==> config.mk <==
export PLATFORM = sky130hd
export DESIGN_NAME = ast_tensor_dma_port_sv
export DESIGN_NICKNAME = d
export VERILOG_FILES = /design/src/rtl/ast_tensor_dma_port_sv.sv
export SDC_FILE = /design/constraint.sdc
export NUM_CORES = 1
export LEC_CHECK = 0
export CAP_MARGIN = 15
export CORE_ASPECT_RATIO = 0.6
export CORE_MARGIN = 5
export CORE_UTILIZATION = 50
export CTS_CLUSTER_DIAMETER = 150
export DETAILED_ROUTE_END_ITERATION = 8
export HOLD_SLACK_MARGIN = 0.1
export PLACE_DENSITY = 0.72
export SYNTH_ARGS = -nofsm -noshare
export SYNTH_HDL_FRONTEND = slang
export SYNTH_SLANG_ARGS = --single-unit
==> constraint.sdc <==
create_clock -name clk -period 31.7 [get_ports clk]
set_clock_uncertainty 0.2 [all_clocks]
set_input_delay 6.34 -clock clk [delete_from_list [all_inputs] [get_ports clk]]
set_output_delay 6.34 -clock clk [all_outputs]
set_load 0.1 [all_outputs]
==> src/rtl/ast_tensor_dma_port_sv.sv <==
// Tensor-side DMA streaming responder: operand buffers A/B, result buffer readout, MXU side port.
// Optional macro ASTTDP_ZERO_PAD_EN clears target-buffer entries outside the load window at load start.
module ast_tensor_dma_port_sv #(
    parameter int SIZE      = 4,
    parameter int DATAWIDTH = 14
) (
    input  logic                     clk,
    input  logic                     reset,
    input  logic [DATAWIDTH-1:0]     depth,
    input  logic [DATAWIDTH-1:0]     width,
    input  logic [1:0]               set,
    input  logic                     wen,
    input  logic                     ren,
    input  logic [DATAWIDTH-1:0]     data_in,
    input  logic                     relu,
    output logic [DATAWIDTH-1:0]     data_out,
    input  logic                     mxu_sel,
    input  logic [$clog2(SIZE)-1:0]  mxu_row,
    input  logic [$clog2(SIZE)-1:0]  mxu_col,
    output logic [DATAWIDTH-1:0]     mxu_rdata,
    input  logic                     res_wen,
    input  logic [$clog2(SIZE)-1:0]  res_row,
    input  logic [$clog2(SIZE)-1:0]  res_col,
    input  logic [DATAWIDTH-1:0]     res_data,
    output logic                     busy,
    output logic                     load_done,
    output logic                     unload_done,
    output logic                     err
);
    localparam int AW = $clog2(SIZE);
    localparam int CW = AW + 1;

`ifdef ASTTDP_ZERO_PAD_EN
    localparam bit PAD_EN = 1'b1;
`else
    localparam bit PAD_EN = 1'b0;
`endif

    typedef enum logic [1:0] {ST_IDLE, ST_LOAD, ST_UNLOAD} state_t;

    function automatic logic [CW-1:0] clamp_dim(input logic [DATAWIDTH-1:0] v);
        if (v == DATAWIDTH'(0))         clamp_dim = CW'(1);
        else if (v > DATAWIDTH'(SIZE))  clamp_dim = CW'(SIZE);
        else                            clamp_dim = v[CW-1:0];
    endfunction

    function automatic logic bad_dim(input logic [DATAWIDTH-1:0] v);
        bad_dim = (v == DATAWIDTH'(0)) || (v > DATAWIDTH'(SIZE));
    endfunction

    state_t                state_q, state_d;
    logic                  sel_q, sel_d;
    logic [CW-1:0]         dep_q, dep_d, wid_q, wid_d;
    logic [AW-1:0]         row_q, row_d, col_q, col_d;
    logic                  err_q, err_d;
    logic                  load_done_q, load_done_d;
    logic                  unload_done_q, unload_done_d;
    logic                  busy_q;
    logic [DATAWIDTH-1:0]  data_out_q, data_out_d;
    logic [DATAWIDTH-1:0]  op_q  [2][SIZE][SIZE];
    logic [DATAWIDTH-1:0]  res_q [SIZE][SIZE];

    logic [CW-1:0]         start_dep_s, start_wid_s, cur_dep_s, cur_wid_s;
    logic                  clamp_err_s, last_col_s, last_s;
    logic [AW-1:0]         adv_row_s, adv_col_s;
    logic                  op_we_s, op_sel_s, pad_s;
    logic [DATAWIDTH-1:0]  res_view_s;

    // Transfer geometry: in IDLE the live (clamped) inputs describe the transfer being started.
    always_comb begin
        start_dep_s = clamp_dim(depth);
        start_wid_s = clamp_dim(width);
        clamp_err_s = bad_dim(depth) | bad_dim(width);
        if (state_q == ST_IDLE) begin
            cur_dep_s = start_dep_s;
            cur_wid_s = start_wid_s;
        end else begin
            cur_dep_s = dep_q;
            cur_wid_s = wid_q;
        end
        last_col_s = ({1'b0, col_q} == cur_wid_s - CW'(1));
        last_s     = last_col_s && ({1'b0, row_q} == cur_dep_s - CW'(1));
        if (last_col_s) begin
            adv_row_s = row_q + AW'(1);
            adv_col_s = AW'(0);
        end else begin
            adv_row_s = row_q;
            adv_col_s = col_q + AW'(1);
        end
    end

    // Next-state and control decode for the IDLE/LOAD/UNLOAD protocol FSM.
    always_comb begin
        state_d       = state_q;
        sel_d         = sel_q;
        dep_d         = dep_q;
        wid_d         = wid_q;
        row_d         = row_q;
        col_d         = col_q;
        err_d         = err_q;
        load_done_d   = 1'b0;
        unload_done_d = 1'b0;
        op_we_s       = 1'b0;
        op_sel_s      = sel_q;
        pad_s         = 1'b0;
        case (state_q)
            ST_IDLE: begin
                if (wen) begin
                    if (!set[1]) begin
                        sel_d    = set[0];
                        dep_d    = start_dep_s;
                        wid_d    = start_wid_s;
                        err_d    = clamp_err_s | ren;
                        op_we_s  = 1'b1;
                        op_sel_s = set[0];
                        pad_s    = 1'b1;
                        if (last_s) begin
                            load_done_d = 1'b1;
                        end else begin
                            state_d = ST_LOAD;
                            row_d   = adv_row_s;
                            col_d   = adv_col_s;
                        end
                    end else begin
                        err_d = 1'b1;
                    end
                end else if (ren) begin
                    if (set == 2'd2) begin
                        sel_d = set[0];
                        dep_d = start_dep_s;
                        wid_d = start_wid_s;
                        err_d = clamp_err_s;
                        if (last_s) begin
                            unload_done_d = 1'b1;
                        end else begin
                            state_d = ST_UNLOAD;
                            row_d   = adv_row_s;
                            col_d   = adv_col_s;
                        end
                    end else begin
                        err_d = 1'b1;
                    end
                end else begin
                    state_d = ST_IDLE;
                end
            end
            ST_LOAD: begin
                if (ren) begin
                    err_d = 1'b1;
                end else begin
                    err_d = err_q;
                end
                if (wen) begin
                    op_we_s = 1'b1;
                    if (last_s) begin
                        state_d     = ST_IDLE;
                        row_d       = AW'(0);
                        col_d       = AW'(0);
                        load_done_d = 1'b1;
                    end else begin
                        row_d = adv_row_s;
                        col_d = adv_col_s;
                    end
                end else begin
                    op_we_s = 1'b0;
                end
            end
            ST_UNLOAD: begin
                if (wen) begin
                    err_d = 1'b1;
                end else begin
                    err_d = err_q;
                end
                if (ren) begin
                    if (last_s) begin
                        state_d       = ST_IDLE;
                        row_d         = AW'(0);
                        col_d         = AW'(0);
                        unload_done_d = 1'b1;
                    end else begin
                        row_d = adv_row_s;
                        col_d = adv_col_s;
                    end
                end else begin
                    unload_done_d = 1'b0;
                end
            end
            default: begin
                state_d = ST_IDLE;
                row_d   = AW'(0);
                col_d   = AW'(0);
            end
        endcase
    end

    // Readout view: forward a same-cycle result write to the element about to be shown.
    always_comb begin
        if (res_wen && (res_row == row_d) && (res_col == col_d)) begin
            res_view_s = res_data;
        end else begin
            res_view_s = res_q[row_d][col_d];
        end
        if (relu && res_view_s[DATAWIDTH-1]) begin
            data_out_d = DATAWIDTH'(0);
        end else begin
            data_out_d = res_view_s;
        end
    end

    // Control and output registers.
    always_ff @(posedge clk or posedge reset) begin
        if (reset) begin
            state_q       <= ST_IDLE;
            sel_q         <= 1'b0;
            dep_q         <= CW'(1);
            wid_q         <= CW'(1);
            row_q         <= AW'(0);
            col_q         <= AW'(0);
            err_q         <= 1'b0;
            load_done_q   <= 1'b0;
            unload_done_q <= 1'b0;
            busy_q        <= 1'b0;
            data_out_q    <= DATAWIDTH'(0);
        end else begin
            state_q       <= state_d;
            sel_q         <= sel_d;
            dep_q         <= dep_d;
            wid_q         <= wid_d;
            row_q         <= row_d;
            col_q         <= col_d;
            err_q         <= err_d;
            load_done_q   <= load_done_d;
            unload_done_q <= unload_done_d;
            busy_q        <= (state_d != ST_IDLE);
            data_out_q    <= data_out_d;
        end
    end

    // Operand buffers; the stream write follows the padding clear so it always lands.
    always_ff @(posedge clk or posedge reset) begin
        if (reset) begin
            for (int s = 0; s < 2; s++)
                for (int i = 0; i < SIZE; i++)
                    for (int j = 0; j < SIZE; j++)
                        op_q[s][i][j] <= DATAWIDTH'(0);
        end else begin
            if (PAD_EN && pad_s) begin
                for (int i = 0; i < SIZE; i++)
                    for (int j = 0; j < SIZE; j++)
                        if ((i >= int'(dep_d)) || (j >= int'(wid_d)))
                            op_q[op_sel_s][i][j] <= DATAWIDTH'(0);
            end
            if (op_we_s) begin
                op_q[op_sel_s][row_q][col_q] <= data_in;
            end
        end
    end

    // Result buffer written by the MXU in any state.
    always_ff @(posedge clk or posedge reset) begin
        if (reset) begin
            for (int i = 0; i < SIZE; i++)
                for (int j = 0; j < SIZE; j++)
                    res_q[i][j] <= DATAWIDTH'(0);
        end else if (res_wen) begin
            res_q[res_row][res_col] <= res_data;
        end
    end

    assign data_out    = data_out_q;
    assign mxu_rdata   = op_q[mxu_sel][mxu_row][mxu_col];
    assign busy        = busy_q;
    assign load_done   = load_done_q;
    assign unload_done = unload_done_q;
    assign err         = err_q;

endmodule

==> results.json <==
{
  "synth_most_common_cell": "dfrtp_1",
  "status": "finished, final reports clean",
  "slew-limit-headroom": 0.182,
  "postCtsResizedCells": 0,
  "drtIter0Drc": 1833,
  "p_leak_nw": 16.7,
  "syn_nets": 2290,
  "syn-instance-count": 2203,
  "synth_common_cells": "dfrtp_1, mux2_2, mux4_2",
  "critical_path_class": "in2out",
  "clkTransAtPathRegs_ns": 0.06,
  "hold_class": "reg2reg",
  "synth-seq-cells": 703,
  "crit_path_start_kind": "input pin",
  "core.rowCount": 73,
  "grt_antenna_before_repair": 0,
  "avgSynthCellArea_sq_um": 15.0,
  "hold_viol_final": 0,
  "min_path_cells": 2,
  "clock_latency_ns": 0.62,
  "fin_hold_ws_ns": 0.285,
  "worstSetupEndpointType": "output pin",
  "synth_top_area_share": 0.531,
  "post_cts_buffers": 0,
  "vdd_drop_max_v": 0.0000484,
  "rsz0062_at_grt": "no",
  "clock_sink_count": 703,
  "power_density_nw_per_um2": 83.7,
  "drv_cap": 0,
  "netlist-cell-type-count": 64,
  "final.period_utilization": 0.534,
  "reg2regPathDepth": 21,
  "min-delay-start": "dep_q[1]$_DFFE_PP0P_",
  "r2r_start": "state_q[0]$_DFF_PP0_",
  "maxSlewViolCount": 0,
  "gp_congestion": 0.792,
  "htreeDepth": 3,
  "critPathMaxFanout": 65,
  "io_pins": 105,
  "root_buffer": "clkbuf_16",
  "viasPerCell": 6.09,
  "grt_pass1_vias": 20529,
  "setup_viol": 0,
  "power_mw": 3.10,
  "die_w_um": 342,
  "ant_nets": 0,
  "cts_tree": "yes",
  "place_hpwl_mm": 48.7,
  "die_h_um": 209,
  "tightest_slew_ns": 1.23,
  "cts_buffer_depth": 3,
  "initial_core_util": 0.502,
  "grt_overflow_total": 0,
  "cts_buffers": 68,
  "synth.area.top_cells": "dfrtp_1, mux2_2, mux4_2",
  "synth_edf_count": 0,
  "grt_first_pass_wirelength_mm": 124,
  "fin_setup_tns_ns": 0,
  "ys_seq_area_frac": 0.533,
  "core-area_sq_um": 65900,
  "cp.arrival_ns": 10.39,
  "routed_wl_mm": 79.1,
  "dieArea_sq_um": 71500,
  "placed_cell_area_sq_um": 34900,
  "ys.flop_type": "dfrtp_1",
  "port_buffers": 104,
  "detail_route.wl_per_cell_um": 24.8,
  "track_usage": 0.224,
  "syn_to_final_growth_pct": 12.3,
  "drc_errors": 0,
  "cts_hold_buf": 0,
  "critical_path_required_ns": 25.16,
  "yosys_warnings": 0,
  "yosysTopAreaCell": "dfrtp_1",
  "grt_max_degree": 187,
  "syn_area_sq_um": 33000,
  "nets": 2330,
  "period_minus_slack_ns": 16.93,
  "async_flop_share": 1.00,
  "vias": 19429,
  "worst_hold_path.endpoint": "dep_q[1]$_DFFE_PP0P_",
  "r2r_slack_ns": 25.14,
  "first_pass_iters": 5,
  "fmax_mhz": 59.1,
  "antennaDiodeCount": 0,
  "reg2reg_to": "data_out[7]$_DFF_PP0_",
  "drive_gt1_frac": 0.447,
  "final_cell_area_sq_um": 37100
}
-- area by class of cell --
class / count / area [sq um]
Clock buffer: 95 / 1900
Clock inverter: 23 / 223
Fill cell: 5085 / 28800
Inverter: 16 / 67.6
Multi-Input combinational cell: 1301 / 14700
Sequential cell: 703 / 17600
Tap cell: 900 / 1130
Timing Repair Buffer: 153 / 1480
-- logic make-up after synthesis --
family | share of synthesized area
flip-flops | 0.533
buffers and inverters | 0.0237
XOR/XNOR | 0.00314
multiplexers | 0.376
AND/OR/NAND/NOR | 0.0310
adder cells (fa/ha/maj) | 0.00530
AO/OA/AOI/OAI | 0.0277
-- registers in the layout (all words and copies together), names as in the netlist --
signal / count
res_q: 224
dep_q: 3
data_out: 14
busy: 1
wid_q: 3
col_q: 2
state_q: 2
load_done: 1
row_q: 2
op_q: 448
sel_q: 1
err: 1
unload_done: 1
-- power breakdown --
group	total [mW]	internal [mW]	switching (mW)
Sequential	1.29	1.15	0.135
Combinational	1.02	0.503	0.516
Clock	0.797	0.447	0.350
Total	3.10	2.10	1.00
-- worst max path at each step --
stage | startpoint | end | depth (start not counted)
2_1_floorplan | reset | busy$_DFF_PP0_ | 1
3_5_place_dp | mxu_row[0] | mxu_rdata[2] | 6
6_report | mxu_row[0] | mxu_rdata[2] | 6
5_1_grt | mxu_row[0] | mxu_rdata[2] | 6
3_3_place_gp | mxu_row[0] | mxu_rdata[2] | 6
4_1_cts | mxu_row[0] | mxu_rdata[2] | 6
-- through the flow --
| stage | setup slack [ns] | std cells | utilization |
|---|---|---|---|
| final | 14.77 | 3191 | 0.563 |
| after detailed placement | 14.67 | 3069 | 0.529 |
| after global routing | 14.54 | 3191 | 0.563 |
| after CTS | 14.68 | 3187 | 0.562 |
| after floorplan | 5.45 | 2203 | - |
| after global placement | 14.75 | 3069 | 0.529 |
-- critical path, cell delays in order --
cell and delay [ns]:
buf_6 0.63, buf_4 0.86, mux4_2 0.61, mux4_2 0.55
mux2_2 0.32, clkdlybuf4s50_1 0.98
-- placed cells by master (no fill, tap or decap), drive strengths merged, types with 4 or more instances in the layout --
master,instances
mux4,153
o221ai,6
nand3,8
o211a,14
o211ai,19
a31oi,6
nor2,56
nor4,5
mux2,689
inv,24
o21ai,14
a21oi,14
nor2b,5
and2,13
clkinv,11
clkbuf,95
nor3,21
nand2b,9
buf,53
nand4,16
ha,14
dfrtp,701
xnor2,7
clkdlybuf4s50,100
mux2i,123
nand2,51
and3,5
xor2,4
a211oi,16
-- layer usage --
metal  vias to the layer above  GRT usage  share of wire
met3                       109     0.0565          0.068
met5                         -          0              0
li1                       8261          -              -
met1                     10479      0.339           0.47
met4                         0     0.0475          0.017
met2                       580      0.332           0.45
No activity file was read; power rests on OpenSTA's default activity.
